**config.mk**
```make
export PLATFORM = sky130hd
export DESIGN_NAME = pivot_col_extract
export DESIGN_NICKNAME = d
export VERILOG_FILES = /design/src/rtl/pivot_col_extract.sv
export SDC_FILE = /design/constraint.sdc
export NUM_CORES = 1
export LEC_CHECK = 0
export ABC_AREA = 1
export BUFFER_PORTS_ARGS = -buffer_cell sky130_fd_sc_hd__buf_2
export CORE_ASPECT_RATIO = 0.6
export CORE_MARGIN = 2
export CORE_UTILIZATION = 55
export CTS_CLUSTER_DIAMETER = 60
export DETAILED_ROUTE_END_ITERATION = 7
export HOLD_SLACK_MARGIN = 0.05
export PLACE_DENSITY_LB_ADDON = 0.25
export SLEW_MARGIN = 25
export SYNTH_ARGS = -nofsm -noshare
export SYNTH_HDL_FRONTEND = slang
export SYNTH_SLANG_ARGS = --single-unit
```
**constraint.sdc**
```tcl
create_clock -name clk -period 4.41 [get_ports clk]
set_input_delay 0.441 -clock clk [delete_from_list [all_inputs] [get_ports clk]]
set_output_delay 0.441 -clock clk [all_outputs]
set_load 0.005 [all_outputs]
```
**src/rtl/pivot_col_extract.sv**
```systemverilog
// Splits a row-major tableau stream into pivot-column and RHS-column streams
// for the ratio-test stage, skipping the objective row.
module pivot_col_extract #(
    parameter int ELEMW = 32,
    parameter int DATAW = ELEMW
) (
    input  logic             clk,
    input  logic             areset,
    input  logic             start,
    input  logic [15:0]      num_rows,
    input  logic [15:0]      num_cols,
    input  logic [15:0]      pivot_col,
    input  logic [DATAW-1:0] axi_tableau_data,
    input  logic             axi_tableau_valid,
    input  logic             axi_tableau_last,
    output logic             axi_tableau_ready,
    output logic [DATAW-1:0] axi_pivotcol_data,
    output logic             axi_pivotcol_valid,
    input  logic             axi_pivotcol_ready,
    output logic [DATAW-1:0] axi_rightcol_data,
    output logic             axi_rightcol_valid,
    input  logic             axi_rightcol_ready,
    output logic             busy,
    output logic             done,
    output logic             error
);

    typedef enum logic [1:0] {
        S_IDLE  = 2'd0,
        S_RUN   = 2'd1,
        S_DRAIN = 2'd2,
        S_ERROR = 2'd3
    } state_t;

    state_t           r_state;
    state_t           w_next_state;
    logic [15:0]      r_rows;
    logic [15:0]      r_cols;
    logic [15:0]      r_piv_col;
    logic [15:0]      r_col;
    logic [15:0]      r_row;
    logic [DATAW-1:0] r_stage_piv;
    logic [DATAW-1:0] r_piv_data;
    logic [DATAW-1:0] r_rhs_data;
    logic             r_piv_valid;
    logic             r_rhs_valid;
    logic             r_done;
    logic             r_error;
    logic             r_busy;

    logic w_cfg_bad;
    logic w_start_ok;
    logic w_col_wrap;
    logic w_rhs_beat;
    logic w_final;
    logic w_last_err;
    logic w_ready;
    logic w_accept;

    assign w_cfg_bad  = (num_rows < 16'd2) || (num_cols < 16'd2) ||
                        (pivot_col >= (num_cols - 16'd1));
    assign w_start_ok = start && ((r_state == S_IDLE) || (r_state == S_ERROR));
    assign w_col_wrap = (r_col == (r_cols - 16'd1));
    assign w_rhs_beat = (r_row != 16'd0) && w_col_wrap;
    assign w_final    = (r_row == (r_rows - 16'd1)) && w_col_wrap;
    assign w_last_err = (axi_tableau_last != w_final);
    // An RHS beat may only land when the previous pair has fully left both sides.
    assign w_ready    = (r_state == S_RUN) && !(w_rhs_beat && (r_piv_valid || r_rhs_valid));
    assign w_accept   = axi_tableau_valid && w_ready;

    assign axi_tableau_ready  = w_ready;
    assign axi_pivotcol_data  = r_piv_data;
    assign axi_pivotcol_valid = r_piv_valid;
    assign axi_rightcol_data  = r_rhs_data;
    assign axi_rightcol_valid = r_rhs_valid;
    assign busy               = r_busy;
    assign done               = r_done;
    assign error              = r_error;

    // State register.
    always_ff @(posedge clk) begin
        if (areset) begin
            r_state <= S_IDLE;
        end else begin
            r_state <= w_next_state;
        end
    end

    // Next-state decode.
    always_comb begin
        w_next_state = r_state;
        case (r_state)
            S_IDLE, S_ERROR: begin
                if (start) begin
                    w_next_state = w_cfg_bad ? S_ERROR : S_RUN;
                end else begin
                    w_next_state = r_state;
                end
            end
            S_RUN: begin
                if (w_accept && w_last_err) begin
                    w_next_state = S_IDLE;
                end else if (w_accept && w_final) begin
                    w_next_state = S_DRAIN;
                end else begin
                    w_next_state = S_RUN;
                end
            end
            S_DRAIN: begin
                if (!r_piv_valid && !r_rhs_valid) begin
                    w_next_state = S_IDLE;
                end else begin
                    w_next_state = S_DRAIN;
                end
            end
            default: w_next_state = S_IDLE;
        endcase
    end

    // Configuration, position counters, staging and status flags.
    always_ff @(posedge clk) begin
        if (areset) begin
            r_rows      <= 16'd0;
            r_cols      <= 16'd0;
            r_piv_col   <= 16'd0;
            r_col       <= 16'd0;
            r_row       <= 16'd0;
            r_stage_piv <= {DATAW{1'b0}};
            r_error     <= 1'b0;
            r_done      <= 1'b0;
            r_busy      <= 1'b0;
        end else begin
            r_done <= (r_state == S_DRAIN) && !r_piv_valid && !r_rhs_valid;
            r_busy <= (w_next_state == S_RUN) || (w_next_state == S_DRAIN);
            if (w_start_ok) begin
                r_rows    <= num_rows;
                r_cols    <= num_cols;
                r_piv_col <= pivot_col;
                r_col     <= 16'd0;
                r_row     <= 16'd0;
                r_error   <= w_cfg_bad;
            end else if (w_accept) begin
                if (w_col_wrap) begin
                    r_col <= 16'd0;
                    r_row <= r_row + 16'd1;
                end else begin
                    r_col <= r_col + 16'd1;
                end
                if ((r_row != 16'd0) && (r_col == r_piv_col)) begin
                    r_stage_piv <= axi_tableau_data;
                end
                if (w_last_err) begin
                    r_error <= 1'b1;
                end
            end
        end
    end

    // Output pair registers; each side is released by its own handshake.
    always_ff @(posedge clk) begin
        if (areset) begin
            r_piv_data  <= {DATAW{1'b0}};
            r_rhs_data  <= {DATAW{1'b0}};
            r_piv_valid <= 1'b0;
            r_rhs_valid <= 1'b0;
        end else if (w_accept && w_rhs_beat) begin
            r_piv_data  <= r_stage_piv;
            r_rhs_data  <= axi_tableau_data;
            r_piv_valid <= 1'b1;
            r_rhs_valid <= 1'b1;
        end else begin
            if (r_piv_valid && axi_pivotcol_ready) begin
                r_piv_valid <= 1'b0;
            end
            if (r_rhs_valid && axi_rightcol_ready) begin
                r_rhs_valid <= 1'b0;
            end
        end
    end

endmodule

```
### Word-level counts from Yosys, hierarchy flattened

Index checks and enable logic that the tools add are counted.

* RAM bits: 0
* ROM bits: 0
* bits of input ports: 87
* bits in latches: 0
* register bits after elaboration: 183
* output and inout port bits: 70
* logic and storage cells: 80
* memories kept: 0

* reductions and logical operators: 34
* shifts and indexed selects: 0
* order comparisons: 3
* multipliers: 0
* multiplexer cells: 14
* $add $sub $neg: 5
* eq/ne operators: 9
* divide/modulo/power cells: 0
* bitwise operators: 1

Operator list (number)
* 16-bit equality test: 3
* 16-bit by 1-bit subtractor with 16-bit output, second input constant: 3
* 16-bit by 1-bit adder with 16-bit output, second input constant: 2
* 16-bit by 2-bit less-than comparator with 1-bit output, second input constant: 2
* 16-bit >= comparator: 1
* 16-bit two-way mux: 1
* 16-bit nonzero test: 1
* 1-bit logical AND: 15
* 2-bit two-way mux: 5
* 2-bit nonzero test: 4
* 1-bit two-way mux: 7
* 2-bit equality test, second input constant: 3
* 2-bit case mux with 3 select lines: 1
* 1-bit logical OR: 5
* 2-bit by 1-bit equality test with 1-bit output, second input constant: 2
* 2-bit AND reduction: 2
* 2-bit OR reduction: 2
* 1-bit zero test: 3
* 3-bit AND reduction: 1
* 2-bit zero test: 1
* 1-bit inequality test: 1
* 1-bit NOT: 1

### Logic depth before layout (Yosys ltp)

Gate-level depths: netlist (run 1).

* word-level depth: 13
* gate-level depth with buffers: 24
* gate-level depth less buffers: 24

### Least setup slack after synthesis (run 1)

Ideal clock, no wire load.

* kind: input to register
* from: input port num_cols[1]
* to: register r_busy (netlist: busy)
* setup slack: 1.490 ns
* data arrival time: 2.808 ns
* stages: 23
* data required time: 4.298 ns
* setup time: 0.112 ns
* path buffers: 0
* cell sequence: nor2_1 nand2_1 nor3_1 nand3_1 nor3_1 inv_1 nor4_1 xnor2_1 ha_1 nand2_1 inv_1 nand3_1 inv_1 nand2_1 nand3_1 a21oi_1 nand4_1 nand2_1 o21ai_0 nand2_1 nand3b_1 nand2_1 nand2_1

* longest elaborated chain between the ends: 8
* elaborated cells between the ends (all ways): 11
* classes of those cells: add/sub (1); order compare (2); eq/ne (2); mux (3); reduce/logical (3)

RTL lines
* from (decl): line 11 `input logic [15:0] num_cols,`
* 16-bit by 1-bit subtractor with 16-bit output or 16-bit by 2-bit less-than comparator with 1-bit output (tied branches): line 61, 60
* 16-bit >= comparator or 1-bit logical OR (tied branches): line 61, 60
* 1-bit logical OR *: line 60 `assign w_cfg_bad = (num_rows < 16'd2) || (num_cols < 16'd2) ||`
* 2-bit two-way mux *: line 95 `w_next_state = w_cfg_bad ? S_ERROR : S_RUN;`
* 2-bit two-way mux *: line 94 `if (start) begin`
* 2-bit case mux with 3 select lines *: line 92 `case (r_state)`
* 2-bit by 1-bit equality test with 1-bit output or 2-bit equality test (tied branches): line 134 `r_busy <= (w_next_state == S_RUN) || (w_next_state == S_DRAIN);`
* 1-bit logical OR *: line 134
* to (signal assigned): line 134
* to (decl): line 49 `logic r_busy;`

Mark *: on every way between the ends. The rest lies on a longest branch, timed or not.
A chain may end at the register's enable or synchronous reset.

### Worst setup path in the final report (run 1)

* from: register r_state[0]
* to: register r_stage_piv[3]

* longest elaborated chain between the ends: 5
* elaborated cells between the ends (all ways): 9
* classes of those cells: eq/ne (2); bitwise (1); reduce/logical (6)

RTL lines
* from (decl): line 35 `state_t r_state;`
* from (signal assigned): line 85 `r_state <= w_next_state;`
* 2-bit equality test or 2-bit zero test (tied branches): line 62 `assign w_start_ok = start && ((r_state == S_IDLE) || (r_state == S_ERROR));`
* 1-bit logical OR: line 62
* 1-bit logical AND: line 62
* 1-bit NOT (no source line)
* 3-bit AND reduction (no source line) *
* to (signal assigned): line 128 `r_stage_piv <= {DATAW{1'b0}};`
* to (signal assigned): line 150 `r_stage_piv <= axi_tableau_data;`
* to (decl): line 42 `logic [DATAW-1:0] r_stage_piv;`

Marks and branches as above.

==> out/qor.csv, run 1 <==
metric;value;unit
power.switching_fraction;0.323;
worst-path-buf-inv;1;
gp_congestion;0.948;
postCtsHoldBufs;0;
insertedDiodeCount;0;
finalWorstPathRequiredPeriod;3.22;ns
design.portCount;157;
maxClockFrequency;311;MHz
yosys.area.top_type;dfxtp_1;
cap_violations;0;
min_path_type;in2reg;
timing_hold_violations_final;0;
syn2layout_area_growth;14.2;%
ctsResizeCount;0;
tritoncts.num_buffers;17;
ys_types;42;
report.final.slew_viol_count;0;
layout_setup_ws;1.19;ns
syn_inst;1408;
grt_max_degree;73;
post_cts.repair.setup_buffers;0;
share_of_cells_above_drive_strength_1;0.194;
synthArstFlopShare;0;
synth-main-ff-cell;dfxtp_1;
synth.cells.most_frequent;313 x nand2_1, 183 x dfxtp_1, 154 x inv_1, 143 x nor2_1, 125 x a21oi_1;
power.sequential.fraction;0.431;
design_power_total;4.14;mW
number_of_clock_sinks;183;
power_report.internal_total;2.80;mW
post-dp-hpwl;21000;µm
avgSynthCellArea;7.01;µm²
layout.area.seq;3660;µm²
ys_ff_latch;183;
synth-warning-count;0;
die_x;177;µm
footprint_of_the_multi_input_gates;5260;µm²
timing.critical_path.from_type;flop;
vias;9693;
dpl.cell_count;1746;
synthMostInstantiatedCell;nand2_1;
worst_clock_skew;0.0203;ns
power_frac_comb;0.185;
fin_crit_sh;0.729;
coreArea;17400;µm²
routed_wl;27900;µm
clk_path_buf_depth;2;
leakagePower;4.83;nW
path_delay_family;simple AND/OR/NAND/NOR gates;
grt_antenna_before_repair;0;
power.net_switching;1.34;mW
critical_path.max_stage_delay;0.51;ns
grt_pass1_vias;8497;
remaining_drc_errors;0;
grt_pass1_wl;44000;µm
drt_first_pass_iters;5;
power_per_cell_area;367;nW/µm²
rsz_0062_raised_after_global_routing;false;
wl_per_cell;15.7;µm
critical-path-top-cell-by-count;o21ai_0;
post_layout_nonfiller_instances;1778;
avgViaCountPerCell;5.45;
final_core_utilization;0.649;
synth.net_count;1519;
outcome;finished, final reports clean;
critical_path.max_fanout;64;
timing_worst_slew_pin_value;0.983;ns
clock_tree.root_cell;clkbuf_16;
setup_violations;0;
place_worst_setup_slack;1.01;ns
fillers;1581;
timing.critical_path.required;4.72;ns
cp_slowest_cell;nand2_4;
setup.worst_path.class;reg2reg;
cts.clk_slew.worst_paths;0.08;ns
worst_ep_arrival_time;3.52;ns
post_syn_area;9870;µm²
synth.area.top_cells;dfxtp_1 37%, nand2_1 12%, a21oi_1 6.3%;
synth_largest_type_area_fraction;0.371;
io_buffer_count;156;
tritoncts;yes;
die_height;108;µm
tns;0;ns
ctsHtreeMaxLevel;4;
synth.yosys.seq_area_share;0.371;
clock_power_share;0.384;
initial_core_utilization;0.568;
worst_skew_pair.late_latency;0.44;ns
timing.critical_path.cells;inv_1 -> ha_1 -> nand2_2 -> o21ai_0 -> a221oi_1 -> nand4_1 -> nor4_1 -> nand2_4 -> o21ai_0 -> a21oi_1;
finish.net_count;1642;
detailedRoute.firstIterationViolations;1017;
placement_rows;37;
timing.max_slew.rel_slack;0.344;
die_area;19100;µm²
combined_global_route_utilization_of_all_metal_layers;0.293;
irDropWorstVdd;0.263;mV
drtAntennaViolNets;0;
global_route.overflow_total;0;
setup.worst_path.end_class;flop;
count_of_flip_flops_with_a_built_in_enable_after_synthesis;0;
[registers in the layout, summed over array words and instances (netlist names)]
signal and count:
r_state 2, r_row 16, axi_rightcol_valid 1, r_cols 16, r_col 16, done 1
axi_pivotcol_valid 1, axi_rightcol_data 32, r_piv_col 16, error 1, r_rows 16, axi_pivotcol_data 32
r_stage_piv 32, busy 1
[final timing paths]
path	from	to	slack [ns]	cells past startpoint
setup reg to reg	r_state[0]$_SDFF_PP0_	r_stage_piv[3]$_SDFFE_PP0P_	1.19	10
hold / removal	axi_pivotcol_ready	axi_pivotcol_valid$_SDFFE_PP0P_	0.25	4
setup / recovery	r_state[0]$_SDFF_PP0_	r_stage_piv[3]$_SDFFE_PP0P_	1.19	10
hold reg to reg	r_stage_piv[29]$_SDFFE_PP0P_	r_stage_piv[29]$_SDFFE_PP0P_	0.45	2
[cells in the final DEF (no fill, tap or decap), types with 28 or more instances in the layout]
cell,n
a21oi_1,125
a21oi_2,40
buf_2,155
dfxtp_1,183
inv_1,154
nand2_1,312
nand2_2,48
nand3_1,64
nor2_1,143
nor3_1,28
o21ai_0,88
xor2_1,36
[worst reg2reg max path, stage by stage, from the launching register on]
cell and delay, ns:
dfxtp_1 0.37, inv_1 0.05, ha_1 0.36, nand2_2 0.11, o21ai_0 0.09, a221oi_1 0.42, nand4_1 0.23, nor4_1 0.49
nand2_4 0.51, o21ai_0 0.39, a21oi_1 0.06
[cell type report]
type | instances | area share
well taps | 234 | 0.0260
repair buffers | 161 | 0.0728
multi-input cells | 1006 | 0.466
flip-flops and latches | 183 | 0.325
clock buffers | 17 | 0.0378
inverters | 162 | 0.0546
clock inverters | 15 | 0.0172
[power by group through the flow]
stage | logic, mW | registers [mW] | clock network, mW
2_1_floorplan | 0.553 | 1.80 | 0
3_3_place_gp | 0.734 | 1.82 | 0
3_5_place_dp | 0.747 | 1.82 | 0
4_1_cts | 0.751 | 1.78 | 1.60
5_1_grt | 0.868 | 1.79 | 1.67
6_report | 0.767 | 1.79 | 1.59
[cell families after synthesis]
kind of cell	synth area share
and+or+nand+nor	0.292
AOI/OAI and AO/OA	0.161
DFF	0.371
adders and majority gates	0.0304
buffers and inverters	0.0964
xor gates and xnor gates	0.0484
[metrics by stage]
stage | hold slack (ns) | area (µm²)
floorplan | 0.424 | 9870
global placement | 0.432 | 10600
detailed placement | 0.437 | 10600
CTS | 0.241 | 11300
global route | 0.254 | 11300
finish | 0.249 | 11300
[layer usage]
layer	GRT usage	vias to the layer above	part of all wire	wire, µm
li1	-	4803	-	-
met1	0.475	4453	0.51	14100
met2	0.382	421	0.37	10400
met3	0.0724	16	0.11	3130
met4	0.0478	0	0.0071	198
met5	0	-	0	0
(Power assumes the default switching activity.)
==> run 2, diff against run 1 <==
==> constraint.sdc (replaced) <==
create_clock -name clk -period 3.3 [get_ports clk]
set_input_delay 0.33 -clock clk [delete_from_list [all_inputs] [get_ports clk]]
set_output_delay 0.33 -clock clk [all_outputs]
set_load 0.005 [all_outputs]
==> run 2 against run 1 <==
  * Sequential cell count unchanged
  * Cell area increased by 0.95%
  * Critical path depth unchanged
  * Global-route usage increased by 0.26 points
  * Die area unchanged
  * Register-to-register slack got worse by 0.83 ns
  * Clock-buffer cell count unchanged
  * First-iteration DRC count decreased by 3.8%
  * Final cell count increased by 0.51%
  * Worst setup slack got worse by 0.83 ns
  * Via count increased by 0.37%
  * Critical endpoint is now r_stage_piv[27]$_SDFFE_PP0P_
==> out/qor.csv, run 2 (same netlist as run 1, synthesis figures left out) <==
metric;value;unit
outcome;finished, final reports clean;
routed_wl;27700;µm
worst_clock_skew;0.0159;ns
timing.max_slew.rel_slack;0.340;
wl_per_cell;15.5;µm
place_worst_setup_slack;-0.0383;ns
syn2layout_area_growth;15.3;%
worst_skew_pair.late_latency;0.44;ns
grt_pass1_wl;44600;µm
critical_path.max_fanout;64;
number_of_clock_sinks;183;
placement_rows;37;
met2_wl_post_dr;10200;µm
grt_pass1_vias;8616;
power_report.internal_total;3.71;mW
setup_violations;0;
timing.critical_path.required;3.60;ns
insertedDiodeCount;0;
combined_global_route_utilization_of_all_metal_layers;0.296;
timing_hold_violations_final;0;
power_frac_comb;0.185;
leakagePower;4.89;nW
power.sequential.fraction;0.430;
power_per_cell_area;488;nW/µm²
remaining_drc_errors;0;
cts.clk_slew.worst_paths;0.08;ns
setup.worst_path.end_class;flop;
clock_power_share;0.385;
io_buffer_count;156;
cap_violations;0;
finish.net_count;1651;
global_route.overflow_total;0;
worst_ep_arrival_time;3.23;ns
post-dp-hpwl;21000;µm
drtAntennaViolNets;0;
layout_setup_ws;0.368;ns
layout.cells.most_common;nand2_1;
drt-met1-wl;14300;µm
timing_worst_slew_pin_value;0.991;ns
min_path_type;in2reg;
die_height;108;µm
tritoncts;yes;
die_x;177;µm
setup.worst_path.class;reg2reg;
avgViaCountPerCell;5.44;
fin_crit_sh;0.889;
rsz_0062_raised_after_global_routing;false;
drt_first_pass_iters;5;
report.final.slew_viol_count;0;
vias;9729;
maxClockFrequency;341;MHz
irDropWorstVdd;0.383;mV
design_power_total;5.56;mW
grt_max_degree;73;
design.portCount;157;
gp_congestion;0.970;
grt_antenna_before_repair;0;
detailedRoute.firstIterationViolations;978;
coreArea;17400;µm²
tritoncts.num_buffers;17;
initial_core_utilization;0.568;
share_of_cells_above_drive_strength_1;0.199;
power.switching_fraction;0.332;
mostFrequentLayoutCells;312 x nand2_1, 183 x dfxtp_1, 155 x buf_2, 154 x inv_1, 143 x nor2_1;
clk_path_buf_depth;2;
clock_tree.root_cell;clkbuf_16;
finalWorstPathRequiredPeriod;2.93;ns
power.net_switching;1.85;mW
die_area;19100;µm²
timing.critical_path.from_type;flop;
route.met3.wl;3140;µm
ctsHtreeMaxLevel;4;
route.top_layer_used;met4;
-- run 2: worst paths after layout --
| check | slack (ns) | from | depth (start not counted) | endpoint |
|---|---|---|---|---|
| worst max-delay path | 0.37 | r_state[0]$_SDFF_PP0_ | 10 | r_stage_piv[27]$_SDFFE_PP0P_ |
| worst min-delay path | 0.14 | axi_rightcol_ready | 4 | axi_rightcol_valid$_SDFFE_PP0P_ |
| worst min register to register | 0.45 | r_stage_piv[15]$_SDFFE_PP0P_ | 2 | r_stage_piv[15]$_SDFFE_PP0P_ |
| worst max register to register | 0.37 | r_state[0]$_SDFF_PP0_ | 10 | r_stage_piv[27]$_SDFFE_PP0P_ |
-- run 2: critical path, cell delays in order (launching register included) --
cell and delay (ns):
dfxtp_1 0.37, inv_1 0.06, ha_1 0.38, nand2_2 0.13
o21ai_0 0.08, a221oi_1 0.26, nand4_1 0.14, nor4_1 0.46
nand2_4 0.50, o21ai_0 0.35, a21oi_1 0.06
-- run 2: per-stage QoR --
step	util	hold slack [ns]	cell area [µm²]	std cells	setup TNS (ns)
2_1_floorplan	-	0.424	9870	1408	0
3_3_place_gp	0.618	0.431	10700	1755	0
3_5_place_dp	0.618	0.435	10700	1755	-0.0383
4_1_cts	0.655	0.138	11400	1787	0
5_1_grt	0.655	0.141	11400	1787	0
6_report	0.655	0.143	11400	1787	0
-- run 2: metal layers --
layer,GRT usage,vias to the layer above
li1,-,4822
met1,0.484,4476
met2,0.381,415
met3,0.0766,16
met4,0.0407,0
met5,0,-
-- run 2: timing repair --
item | CTS | global route
endpoints found under the setup margin | 0 | 2
buffers inserted | 0 | 0
resized for setup | 0 | 1
hold buffers | 0 | 0
-- run 2: layout make-up --
type	instances	area [µm²]
multi-input cells	1006	5260
clock buffers	17	425
fillers	1595	5990
well taps	234	293
repair buffers	170	901
clock inverters	15	216
inverters	162	616
flip-flops and latches	183	3660
-- run 2: power groups by stage --
stage | Clock (mW) | Combinational (mW) | Sequential, mW
floorplan | 0 | 0.739 | 2.40
global placement | 0 | 0.980 | 2.43
detailed placement | 0 | 0.998 | 2.43
CTS | 2.16 | 1.01 | 2.38
global route | 2.26 | 1.16 | 2.40
finish | 2.14 | 1.03 | 2.39
==> run 3, diff against run 2 <==
--- a/config.mk
+++ b/config.mk
@@ -7,9 +7,11 @@
 export LEC_CHECK = 0
 export ABC_AREA = 1
 export BUFFER_PORTS_ARGS = -buffer_cell sky130_fd_sc_hd__buf_2
+export CELL_PAD_IN_SITES_DETAIL_PLACEMENT = 0
+export CELL_PAD_IN_SITES_GLOBAL_PLACEMENT = 1
 export CORE_ASPECT_RATIO = 0.6
 export CORE_MARGIN = 2
-export CORE_UTILIZATION = 55
+export CORE_UTILIZATION = 41
 export CTS_CLUSTER_DIAMETER = 60
 export DETAILED_ROUTE_END_ITERATION = 7
 export HOLD_SLACK_MARGIN = 0.05
@@ -18,3 +20,4 @@
 export SYNTH_ARGS = -nofsm -noshare
 export SYNTH_HDL_FRONTEND = slang
 export SYNTH_SLANG_ARGS = --single-unit
+export TNS_END_PERCENT = 10
==> run 3 against run 2 <==
  * Global-route usage is 5.7 points lower
  * Sequential share of layout area decreased by 0.12 points
  * Sequential power about the same
  * Clock-buffer cell count grew 1
  * Critical path type unchanged
  * Die area increased by 33%
  * Sequential cell count stayed put
  * Highest routed layer is now met5
  * Largest power group unchanged
  * Routed wire length grew 6.4%
==> out/qor.csv, run 3 (same netlist as run 1, synthesis figures left out) <==
metric;value;unit
ctsHtreeMaxLevel;4;
drt_first_pass_iters;7;
mostFrequentLayoutCells;312 x nand2_1, 183 x dfxtp_1, 155 x buf_2, 154 x inv_1, 143 x nor2_1;
share_of_cells_above_drive_strength_1;0.198;
setup_violations;0;
timing_hold_violations_final;0;
initial_core_utilization;0.423;
power_frac_comb;0.190;
global_route.overflow_total;0;
report.final.slew_viol_count;0;
post-dp-hpwl;22600;µm
ctsResizeCount;0;
tns;0;ns
cap_violations;0;
wl_per_cell;15.8;µm
gp_congestion;0.898;
cts.clk_slew.worst_paths;0.08;ns
worst_skew_pair.late_latency;0.45;ns
setup.worst_path.class;reg2reg;
power_per_cell_area;475;nW/µm²
postCtsHoldBufs;0;
power_report.internal_total;3.67;mW
critical_path.max_fanout;29;
min_path_type;in2reg;
rsz_0062_raised_after_global_routing;false;
grt_pass1_wl;46300;µm
insertedDiodeCount;0;
detailedRoute.firstIterationViolations;924;
syn2layout_area_growth;15.7;%
combined_global_route_utilization_of_all_metal_layers;0.239;
outcome;finished, final reports clean;
finish.net_count;1652;
grt_max_degree;73;
irDropWorstVdd;0.377;mV
coreArea;23300;µm²
tritoncts;yes;
placement_rows;43;
design_power_total;5.42;mW
die_height;124;µm
power.switching_fraction;0.323;
worst_clock_skew;0.0117;ns
worst-r2r-setup-slack;0.34;ns
timing.critical_path.from_type;flop;
setup.worst_path.end_class;flop;
timing_worst_slew_pin_value;1.01;ns
drtAntennaViolNets;0;
remaining_drc_errors;0;
clock_power_share;0.370;
worst_ep_arrival_time;3.30;ns
grt_pass1_vias;8307;
io_buffer_count;156;
vias;9384;
power.net_switching;1.75;mW
maxClockFrequency;337;MHz
timing.max_slew.rel_slack;0.330;
routed_wl;29500;µm
fillers;2444;
fin_crit_sh;0.898;
die_area;25400;µm²
clock_tree.root_cell;clkbuf_16;
leakagePower;4.87;nW
grt_antenna_before_repair;2;
avgViaCountPerCell;5.02;
design.portCount;157;
finalWorstPathRequiredPeriod;2.96;ns
clk_path_buf_depth;2;
tritoncts.num_buffers;17;
post_cts.repair.setup_buffers;0;
die_x;204;µm
number_of_clock_sinks;183;
power.sequential.fraction;0.440;
timing.critical_path.required;3.64;ns
layout.cells.most_common;nand2_1;
-- run 3: cell types whose count changed in the layout (fill, tap and decap cells not counted), sizes merged --
cell      before  now
clkinv        11    7
buf          170  171
clkinvlp       0    1
clkbuf        17   18
inv          166  167
-- run 3: path summary, 6_finish.rpt --
path                                     endpoint                         start  depth (start not counted)
hold reg to reg      r_stage_piv[30]$_SDFFE_PP0P_  r_stage_piv[30]$_SDFFE_PP0P_                          2
setup / recovery      r_stage_piv[6]$_SDFFE_PP0P_        r_cols[0]$_SDFFE_PP0P_                         18
hold / removal    axi_rightcol_valid$_SDFFE_PP0P_            axi_rightcol_ready                          4
setup reg to reg      r_stage_piv[6]$_SDFFE_PP0P_        r_cols[0]$_SDFFE_PP0P_                         18
-- run 3: final cells by class --
| type | count | area, µm² | share of cell area |
|---|---|---|---|
| timing repair buffer | 171 | 921 | 0.0807 |
| clock inverter | 13 | 128 | 0.0112 |
| tap | 315 | 394 | 0.0345 |
| clock buffer | 18 | 439 | 0.0385 |
| multi-input combinational | 1006 | 5260 | 0.460 |
| inverter | 162 | 616 | 0.0539 |
| sequential | 183 | 3660 | 0.321 |
-- run 3: power groups by stage --
stage,Sequential (mW),Combinational (mW),Clock (mW)
finish,2.38,1.03,2.00
global route,2.39,1.18,2.15
detailed placement,2.43,1.02,0
global placement,2.43,1.01,0
floorplan,2.40,0.739,0
CTS,2.38,1.02,2.04
-- run 3: worst max-delay path, stage by stage, from the launching register on --
cell     delay, ns
dfxtp_1       0.32
inv_1         0.15
ha_1          0.30
nand2_2       0.15
nor2_4        0.23
nand2_1       0.08
nand2_1       0.06
nand2_1       0.06
nand2_1       0.08
inv_1         0.04
nand2_1       0.05
nor2_1        0.04
nand4_1       0.07
nand2_2       0.13
nor2_8        0.31
nand2_4       0.26
buf_12        0.26
o21ai_0       0.18
a21oi_1       0.05
-- run 3: metal layers --
metal  global-route usage  part of all wire  routed length, µm
met1                0.397              0.56              16400
met2                0.286              0.36              10500
met3               0.0625             0.079               2330
met4               0.0507            0.0086                254
met5                    0            0.0010                 30
-- run 3: stage by stage --
stage          setup WS (ns)   util  hold slack, ns  std cells  instance area (µm²)
2_1_floorplan          0.491      -           0.424       1408                 9870
3_3_place_gp           0.162  0.465           0.432       1837                10800
3_5_place_dp          0.0452  0.465           0.436       1837                10800
4_1_cts                0.404  0.489           0.104       1868                11400
5_1_grt               0.0434  0.489           0.118       1868                11400
6_report               0.336  0.489           0.121       1868                11400
